[config.mk]
export PLATFORM = sky130hd
export DESIGN_NAME = muldiv_seq
export DESIGN_NICKNAME = d
export VERILOG_FILES = /design/src/rtl/muldiv_seq_pkg.sv /design/src/rtl/muldiv_seq.sv
export SDC_FILE = /design/constraint.sdc
export NUM_CORES = 1
export LEC_CHECK = 0
export ABC_AREA = 1
export BUFFER_PORTS_ARGS = -buffer_cell sky130_fd_sc_hd__clkbuf_2
export CORE_ASPECT_RATIO = 0.5
export CORE_MARGIN = 1.5
export CORE_UTILIZATION = 55
export DETAILED_ROUTE_END_ITERATION = 12
export GPL_ROUTABILITY_DRIVEN = 0
export PLACE_DENSITY = 0.8
export SYNTH_ARGS = -nofsm -noshare
export SYNTH_HDL_FRONTEND = slang
export SYNTH_SLANG_ARGS = --single-unit
[constraint.sdc]
create_clock -name clk -period 4.2 [get_ports clk]
set_clock_uncertainty 0.1 [all_clocks]
set_input_delay 0.21 -clock clk [delete_from_list [all_inputs] [get_ports clk]]
set_output_delay 0.21 -clock clk [all_outputs]
set_load 0.05 [all_outputs]
[src/rtl/muldiv_seq_pkg.sv]
// Shared encodings for the sequential multiply/divide unit, its decoder and the
// shared ALU wrapper.
package muldiv_seq_pkg;

  typedef enum logic [1:0] {
    OP_MUL  = 2'b00,
    OP_DIVU = 2'b01,
    OP_REMU = 2'b10,
    OP_RSVD = 2'b11
  } md_op_e;

  typedef enum logic [1:0] {
    ST_IDLE = 2'b00,
    ST_RUN  = 2'b01,
    ST_DONE = 2'b10
  } md_state_e;

  localparam logic [2:0] ALU_ADD = 3'b000;
  localparam logic [2:0] ALU_SUB = 3'b001;

  localparam logic [4:0] STEP_LAST = 5'd31;

  // Operations that finish without iterating: divide by zero and the reserved op.
  function automatic logic is_short_op(input md_op_e op_v, input logic [31:0] divisor_v);
    logic short_v;
    case (op_v)
      OP_MUL:  short_v = 1'b0;
      OP_DIVU: short_v = (divisor_v == 32'd0);
      OP_REMU: short_v = (divisor_v == 32'd0);
      OP_RSVD: short_v = 1'b1;
      default: short_v = 1'b1;
    endcase
    return short_v;
  endfunction

endpackage

[src/rtl/muldiv_seq.sv]
// Iterative 32-bit MUL / DIVU / REMU unit that borrows the shared ALU one step per
// cycle (shift-add multiply, restoring divide); 32 RUN cycles per operation.
module muldiv_seq
  import muldiv_seq_pkg::*;
(
  input  logic        clk,
  input  logic        Rst,
  input  logic        start,
  input  logic [1:0]  op,
  input  logic [31:0] opa,
  input  logic [31:0] opb,
  input  logic        flush,
  output logic        ready,
  output logic        busy,
  output logic        done,
  output logic [31:0] result,
  output logic        alu_own,
  output logic [31:0] alu_a,
  output logic [31:0] alu_b,
  output logic [2:0]  alu_sel,
  input  logic [31:0] alu_res,
  input  logic        alu_lt
);

  md_state_e   state_r;
  md_state_e   state_nxt_s;
  md_op_e      op_r;
  md_op_e      op_in_s;
  logic [4:0]  cnt_r;
  // acc_r: product accumulator (MUL) or partial remainder (DIV).
  // mcand_r: shifted multiplicand (MUL) or divisor (DIV).
  // mplier_r: multiplier (MUL) or dividend shifting into quotient (DIV).
  logic [31:0] acc_r;
  logic [31:0] mcand_r;
  logic [31:0] mplier_r;
  logic [31:0] result_r;
  logic        ready_r;
  logic        busy_r;
  logic        done_r;
  logic        own_r;

  logic        accept_s;
  logic        short_s;
  logic [31:0] trial_s;
  logic        sub_s;
  logic [31:0] acc_step_s;
  logic [31:0] mcand_step_s;
  logic [31:0] mplier_step_s;
  logic [31:0] run_res_s;
  logic [31:0] short_res_s;

  assign op_in_s  = md_op_e'(op);
  assign accept_s = start & (state_r == ST_IDLE) & ~flush;
  assign short_s  = is_short_op(op_in_s, opb);
  assign trial_s  = {acc_r[30:0], mplier_r[31]};
  assign sub_s    = acc_r[31] | ~alu_lt;

  assign ready   = ready_r;
  assign busy    = busy_r;
  assign done    = done_r;
  assign result  = result_r;
  assign alu_own = own_r;

  // Shared-ALU operand drive; forced to zero whenever this block does not own it.
  always_comb begin
    alu_a   = 32'd0;
    alu_b   = 32'd0;
    alu_sel = 3'b000;
    if (state_r == ST_RUN) begin
      case (op_r)
        OP_MUL: begin
          alu_sel = ALU_ADD;
          alu_a   = acc_r;
          alu_b   = mcand_r;
        end
        OP_DIVU, OP_REMU: begin
          alu_sel = ALU_SUB;
          alu_a   = trial_s;
          alu_b   = mcand_r;
        end
        default: begin
          alu_sel = 3'b000;
          alu_a   = 32'd0;
          alu_b   = 32'd0;
        end
      endcase
    end else begin
      alu_sel = 3'b000;
      alu_a   = 32'd0;
      alu_b   = 32'd0;
    end
  end

  // One iteration of the datapath using the ALU result of this cycle.
  always_comb begin
    acc_step_s    = acc_r;
    mcand_step_s  = mcand_r;
    mplier_step_s = mplier_r;
    case (op_r)
      OP_MUL: begin
        if (mplier_r[0]) begin
          acc_step_s = alu_res;
        end else begin
          acc_step_s = acc_r;
        end
        mcand_step_s  = {mcand_r[30:0], 1'b0};
        mplier_step_s = {1'b0, mplier_r[31:1]};
      end
      OP_DIVU, OP_REMU: begin
        if (sub_s) begin
          acc_step_s    = alu_res;
          mplier_step_s = {mplier_r[30:0], 1'b1};
        end else begin
          acc_step_s    = trial_s;
          mplier_step_s = {mplier_r[30:0], 1'b0};
        end
      end
      default: begin
        acc_step_s    = acc_r;
        mplier_step_s = mplier_r;
      end
    endcase
  end

  // Result candidates for the iterative and the immediate completion paths.
  always_comb begin
    run_res_s   = 32'd0;
    short_res_s = 32'd0;
    case (op_r)
      OP_MUL:  run_res_s = acc_step_s;
      OP_DIVU: run_res_s = mplier_step_s;
      OP_REMU: run_res_s = acc_step_s;
      default: run_res_s = 32'd0;
    endcase
    case (op_in_s)
      OP_DIVU: short_res_s = 32'hFFFF_FFFF;
      OP_REMU: short_res_s = opa;
      default: short_res_s = 32'd0;
    endcase
  end

  // Next-state logic; flush aborts RUN and DONE back to IDLE.
  always_comb begin
    state_nxt_s = state_r;
    case (state_r)
      ST_IDLE: begin
        if (accept_s) begin
          state_nxt_s = short_s ? ST_DONE : ST_RUN;
        end else begin
          state_nxt_s = ST_IDLE;
        end
      end
      ST_RUN: begin
        if (flush) begin
          state_nxt_s = ST_IDLE;
        end else if (cnt_r == 5'd0) begin
          state_nxt_s = ST_DONE;
        end else begin
          state_nxt_s = ST_RUN;
        end
      end
      ST_DONE: state_nxt_s = ST_IDLE;
      default: state_nxt_s = ST_IDLE;
    endcase
  end

  // State, datapath and registered status outputs.
  always_ff @(posedge clk) begin
    if (Rst) begin
      state_r  <= ST_IDLE;
      op_r     <= OP_MUL;
      cnt_r    <= 5'd0;
      acc_r    <= 32'd0;
      mcand_r  <= 32'd0;
      mplier_r <= 32'd0;
      result_r <= 32'd0;
      ready_r  <= 1'b1;
      busy_r   <= 1'b0;
      done_r   <= 1'b0;
      own_r    <= 1'b0;
    end else begin
      state_r <= state_nxt_s;
      ready_r <= (state_nxt_s == ST_IDLE);
      busy_r  <= (state_nxt_s == ST_RUN) || (state_nxt_s == ST_DONE);
      done_r  <= (state_nxt_s == ST_DONE);
      own_r   <= (state_nxt_s == ST_RUN);
      case (state_r)
        ST_IDLE: begin
          if (accept_s) begin
            op_r  <= op_in_s;
            acc_r <= 32'd0;
            if (op_in_s == OP_MUL) begin
              mcand_r  <= opa;
              mplier_r <= opb;
            end else begin
              mcand_r  <= opb;
              mplier_r <= opa;
            end
            if (short_s) begin
              result_r <= short_res_s;
            end else begin
              cnt_r <= STEP_LAST;
            end
          end
        end
        ST_RUN: begin
          if (!flush) begin
            acc_r    <= acc_step_s;
            mcand_r  <= mcand_step_s;
            mplier_r <= mplier_step_s;
            if (cnt_r == 5'd0) begin
              result_r <= run_res_s;
            end else begin
              cnt_r <= cnt_r - 5'd1;
            end
          end
        end
        default: begin
          cnt_r <= cnt_r;
        end
      endcase
    end
  end

endmodule

== Yosys cells after proc, flatten, opt, wreduce, memory -nomap -nowiden ==
Cells that the tools add are included.
Operators by class
  reduce and logical (&&, ||, !) cells: 17
  add/sub/neg operators: 1
  bitwise operators: 5
  mux-type cells: 41
  equal/unequal tests: 15
Operators with widths (number)
  32-bit two-way mux: 18
  32-bit one-hot mux with 2 select lines: 9
  32-bit logical NOT: 1
  5-bit two-way mux: 4
  2-bit != test, second input constant: 5
  5-bit one-hot mux with 2 select lines: 1
  5-bit AND reduction: 2
  2-bit by 1-bit == test with 1-bit output, second input constant: 4
  2-bit == test, second input constant: 4
  2-bit logical NOT: 4
  2-bit two-way mux: 4
  2-bit OR reduction: 3
  5-bit logical NOT: 1
  5-bit by 1-bit subtractor with 5-bit output, second input constant: 1
  2-bit by 1-bit != test with 1-bit output, second input constant: 2
  2-bit one-hot mux with 2 select lines: 1
  4-bit AND reduction: 1
  3-bit two-way mux: 1
  1-bit one-hot mux with 3 select lines: 1
  3-bit AND reduction: 1
  3-bit OR reduction: 1
  1-bit bitwise AND: 2
  1-bit two-way mux: 2
  1-bit NOT: 2
  other kinds (4): 4
Storage, ports and cells
  output and inout bits: 103
  bits in registers: 141
  bits of input ports: 103

== Longest topological paths before layout ==
  word-level depth: 8
  depth in mapped cells: 15

== Worst setup path after synthesis ==
OpenSTA, ideal clock, no wires.
  path type: register to output
  start point: register op_r[0]
  end point: output port alu_a[21]
  data arrival time: 2.427 ns
  required time: 3.890 ns
  buffers on the path: 4
  slack: 1.463 ns
  cell stages (with the launch flop): 9
  cell sequence: dfxtp_1 inv_1 ha_1 buf_2 buf_2 buf_1 clkbuf_1 nand2_1 a21oi_1
On the way
  cells in the longest elaborated chain, start to end: 4
  elaborated cells between the ends (all ways): 6
RTL lines
  start, declared: RTL line muldiv_seq.sv:27  | md_op_e op_r;
  start signal, assigned: RTL line muldiv_seq.sv:190  | op_r <= op_in_s;
  2-bit == test or 2-bit by 1-bit == test with 1-bit output (tied branches): RTL line muldiv_seq.sv:70  | case (op_r)
  2-bit OR reduction: RTL line muldiv_seq.sv:70
  32-bit one-hot mux with 2 select lines (*): RTL line muldiv_seq.sv:70
  32-bit two-way mux (*): RTL line muldiv_seq.sv:69  | if (state_r == ST_RUN) begin
  end, declared: RTL line muldiv_seq.sv:18  | output logic [31:0] alu_a,
Mark *: on every way between the ends. The rest lies on a longest branch, timed or not.

== Worst setup path in the final report ==
  start point: register op_r[0]
  end point: output port alu_a[3]
Same word-level chain as after synthesis.

==> flow_results.xml <==
<?xml version="1.0" encoding="UTF-8"?>
<metrics>
  <group name="status">
    <metric name="outcome" unit="">finished, final reports clean</metric>
  </group>
  <group name="worst_setup_path">
    <metric name="cell_chain_of_the_critical_path" unit="">ha_2, buf_4, nor2_1, buf_4, inv_2, a21oi_1, clkbuf_2</metric>
    <metric name="critPathKind" unit="">reg -&gt; out</metric>
    <metric name="startpoint_type" unit="">register</metric>
    <metric name="cp_data_arrival_time" unit="ps">3070</metric>
    <metric name="critical_path.endpoint_type" unit="">output pin</metric>
    <metric name="required" unit="ps">3890</metric>
    <metric name="cpPeakStageDelay" unit="ps">610</metric>
    <metric name="timing.critical_path.mode_cell" unit="">buf_4</metric>
    <metric name="timing.critical_path.slowest_stage_cell" unit="">inv_2</metric>
    <metric name="critical_path_peak_fanout" unit="">71</metric>
  </group>
  <group name="clock_network">
    <metric name="post-cts-setup-buffer-count" unit="">0</metric>
    <metric name="clock_sinks" unit="">141</metric>
    <metric name="cts_repair_resize_count" unit="">0</metric>
    <metric name="cts_root_buf" unit="">clkbuf_16</metric>
    <metric name="cts_hold_repair.buffers" unit="">0</metric>
    <metric name="clock_path_buffers" unit="">2</metric>
    <metric name="cts_made_buffers" unit="">17</metric>
    <metric name="worst_skew_pair.late_latency" unit="ps">430</metric>
    <metric name="cts_htree_levels" unit="">4</metric>
    <metric name="clkSlewWorstSetupHoldPaths" unit="ps">60</metric>
    <metric name="tritoncts" unit="">yes</metric>
  </group>
  <group name="yosys">
    <metric name="seq_area_frac_synth" unit="%">27.9</metric>
    <metric name="synth-seq-cells" unit="">141</metric>
    <metric name="ys.warnings.count" unit="">0</metric>
    <metric name="avgSynthCellArea" unit="µm²">5.73</metric>
    <metric name="ys_types" unit="">30</metric>
    <metric name="synth_edf_count" unit="">0</metric>
    <metric name="postSynthCellCount" unit="">1766</metric>
    <metric name="asyncSetResetFlopFracSynth" unit="%">0</metric>
    <metric name="post_synth_instance_area" unit="µm²">10100</metric>
    <metric name="synth_ff_type" unit="">dfxtp_1</metric>
  </group>
  <group name="die">
    <metric name="die_h" unit="µm">98.9</metric>
    <metric name="fp-row-count" unit="">34</metric>
    <metric name="core" unit="µm²">17700</metric>
    <metric name="fp.dieW" unit="µm">195</metric>
    <metric name="start_util" unit="%">57.2</metric>
    <metric name="pin_count" unit="">206</metric>
    <metric name="overall_die_area" unit="µm²">19300</metric>
  </group>
  <group name="routing">
    <metric name="vias_per_cell" unit="">5.66</metric>
    <metric name="wl_met3" unit="µm">4900</metric>
    <metric name="drtPass1Iterations" unit="">7</metric>
    <metric name="first_iter_violations" unit="">1747</metric>
    <metric name="wl_per_cell" unit="µm">16.4</metric>
    <metric name="route.vias.total" unit="">12000</metric>
    <metric name="route.top_layer_used" unit="">met4</metric>
    <metric name="routed_wl" unit="µm">34600</metric>
    <metric name="number_of_nets_with_antenna_violations_after_detailed_routing" unit="">0</metric>
    <metric name="wl_met2" unit="µm">12700</metric>
    <metric name="number_of_remaining_drc_errors" unit="">0</metric>
    <metric name="met1Wirelength" unit="µm">16600</metric>
  </group>
  <group name="sta">
    <metric name="worst_pin_slew" unit="ps">1240</metric>
    <metric name="final.setup.tns" unit="ps">0</metric>
    <metric name="layout_setup_ws" unit="ps">821</metric>
    <metric name="rsz0062_at_grt" unit="">false</metric>
    <metric name="slew_violations" unit="">0</metric>
    <metric name="finalCriticalPeriod" unit="ps">3380</metric>
    <metric name="setup_viol_count_final" unit="">0</metric>
    <metric name="final_hold_viol_count" unit="">0</metric>
    <metric name="fmax" unit="GHz">0.296</metric>
    <metric name="relSlewSlack" unit="%">17.4</metric>
    <metric name="fin_crit_sh" unit="%">80.5</metric>
  </group>
  <group name="layout">
    <metric name="area.growth.synth_to_final" unit="%">14.7</metric>
    <metric name="num-nets-final" unit="">1983</metric>
    <metric name="finalCoreUtilization" unit="%">65.6</metric>
    <metric name="num_antenna_cells" unit="">0</metric>
    <metric name="fraction_of_layout_cells_with_a_size_suffix_above_1" unit="%">14.2</metric>
    <metric name="layout_common_cells" unit="">nand2_1, o21ai_0, clkbuf_2</metric>
    <metric name="final_common_cell" unit="">nand2_1</metric>
    <metric name="final_cells" unit="">2115</metric>
  </group>
  <group name="global_route">
    <metric name="total_global_route_track_usage" unit="%">35.5</metric>
    <metric name="grt_pass1_vias" unit="">9874</metric>
    <metric name="grt_pass1_wl" unit="µm">54400</metric>
    <metric name="grt.overflow.total" unit="">0</metric>
    <metric name="grt_max_degree" unit="">90</metric>
    <metric name="antenna_found_initial" unit="">0</metric>
  </group>
  <group name="pwr">
    <metric name="leakagePower" unit="µW">0.00539</metric>
    <metric name="power_density" unit="nW/µm²">351</metric>
    <metric name="ir_worst_vdd" unit="V">0.000353</metric>
  </group>
  <group name="place">
    <metric name="dp_hpwl" unit="µm">23600</metric>
    <metric name="portBuffers" unit="">203</metric>
    <metric name="place_ws" unit="ps">1320</metric>
    <metric name="placed_cells_incl_taps" unit="">2083</metric>
  </group>
  <group name="flow_run">
    <metric name="drv.max_cap_violation_count" unit="">0</metric>
  </group>
  <group name="min_path">
    <metric name="hold_class" unit="">in -&gt; reg</metric>
  </group>
</metrics>
-- layer usage --
| layer | vias to the layer above | GRT usage, % |
|---|---|---|
| li1 | 5939 | - |
| met1 | 5250 | 57.3 |
| met2 | 744 | 44.5 |
| met3 | 37 | 10.3 |
| met4 | 0 | 6.86 |
| met5 | - | 0 |
-- stage by stage --
stage | hold WS [ps] | instance area (µm²) | total power, µW
floorplan | 302 | 10100 | 2200
global placement | 348 | 11000 | 2470
detailed placement | 353 | 11000 | 2470
CTS | 58.4 | 11600 | 4030
global route | 108 | 11600 | 4240
finish | 80.4 | 11600 | 4070
-- final timing paths --
kind / from / endpoint / slack, ps / cells after the start
worst max-delay path: op_r[0] / alu_a[3] / 820 / 7
worst min-delay path: start / op_r[0] / 80 / 3
worst max register to register: state_r[0] / mcand_r[31] / 1270 / 11
worst min register to register: mcand_r[26] / mcand_r[26] / 360 / 2
-- final cells by class --
class                   count  area (µm²)
well taps                 234         293
repair buffers            218        1130
flip-flops and latches    141        2820
clock buffers              19         433
multi-input cells        1331        6160
clock inverters            13         166
fillers                  1728        6090
inverters                 159         597
-- power breakdown --
part           total [µW]  switching (µW)  leakage, µW  internal [µW]
sequential           1480            57.9      0.00115           1420
clock                1580             640     0.000284            939
combinational        1010             731      0.00396            282
total                4070            1430      0.00539           2640
-- worst max-delay path: cells and delay by family, from the launching register on --
kind | cells | cell delay (ps)
AOI/OAI and AO/OA | 1 | 120
adders and majority gates | 1 | 200
buffers and inverters | 4 | 1720
DFF | 1 | 380
and+or+nand+nor | 1 | 110
-- state kept, by name, summed over array words and instances, names as in the netlist --
register,count
cnt_r,5
op_r,2
ready,1
done,1
mcand_r,32
alu_own,1
state_r,2
result,32
acc_r,32
mplier_r,32
busy,1
-- synthesized netlist by cell type (all sizes together) (13+ instances only) --
library cell,number,area [µm²]
a21oi,134,674
buf,33,161
clkbuf,103,387
dfxtp,141,2820
inv,156,586
mux2i,13,130
nand2,562,2110
nand3,125,626
nor2,133,522
o211ai,41,308
o21ai,270,1350
o21bai,19,143
-- logic make-up after synthesis --
logic type / share of synthesized area (%)
and+or+nand+nor: 32.8
AOI/OAI and AO/OA: 25.1
muxes: 1.29
buffers and inverters: 11.3
adders and majority gates: 1.48
xor gates and xnor gates: 0.0866
other: 0.0371
DFF: 27.9
(Power assumes the default switching activity.)
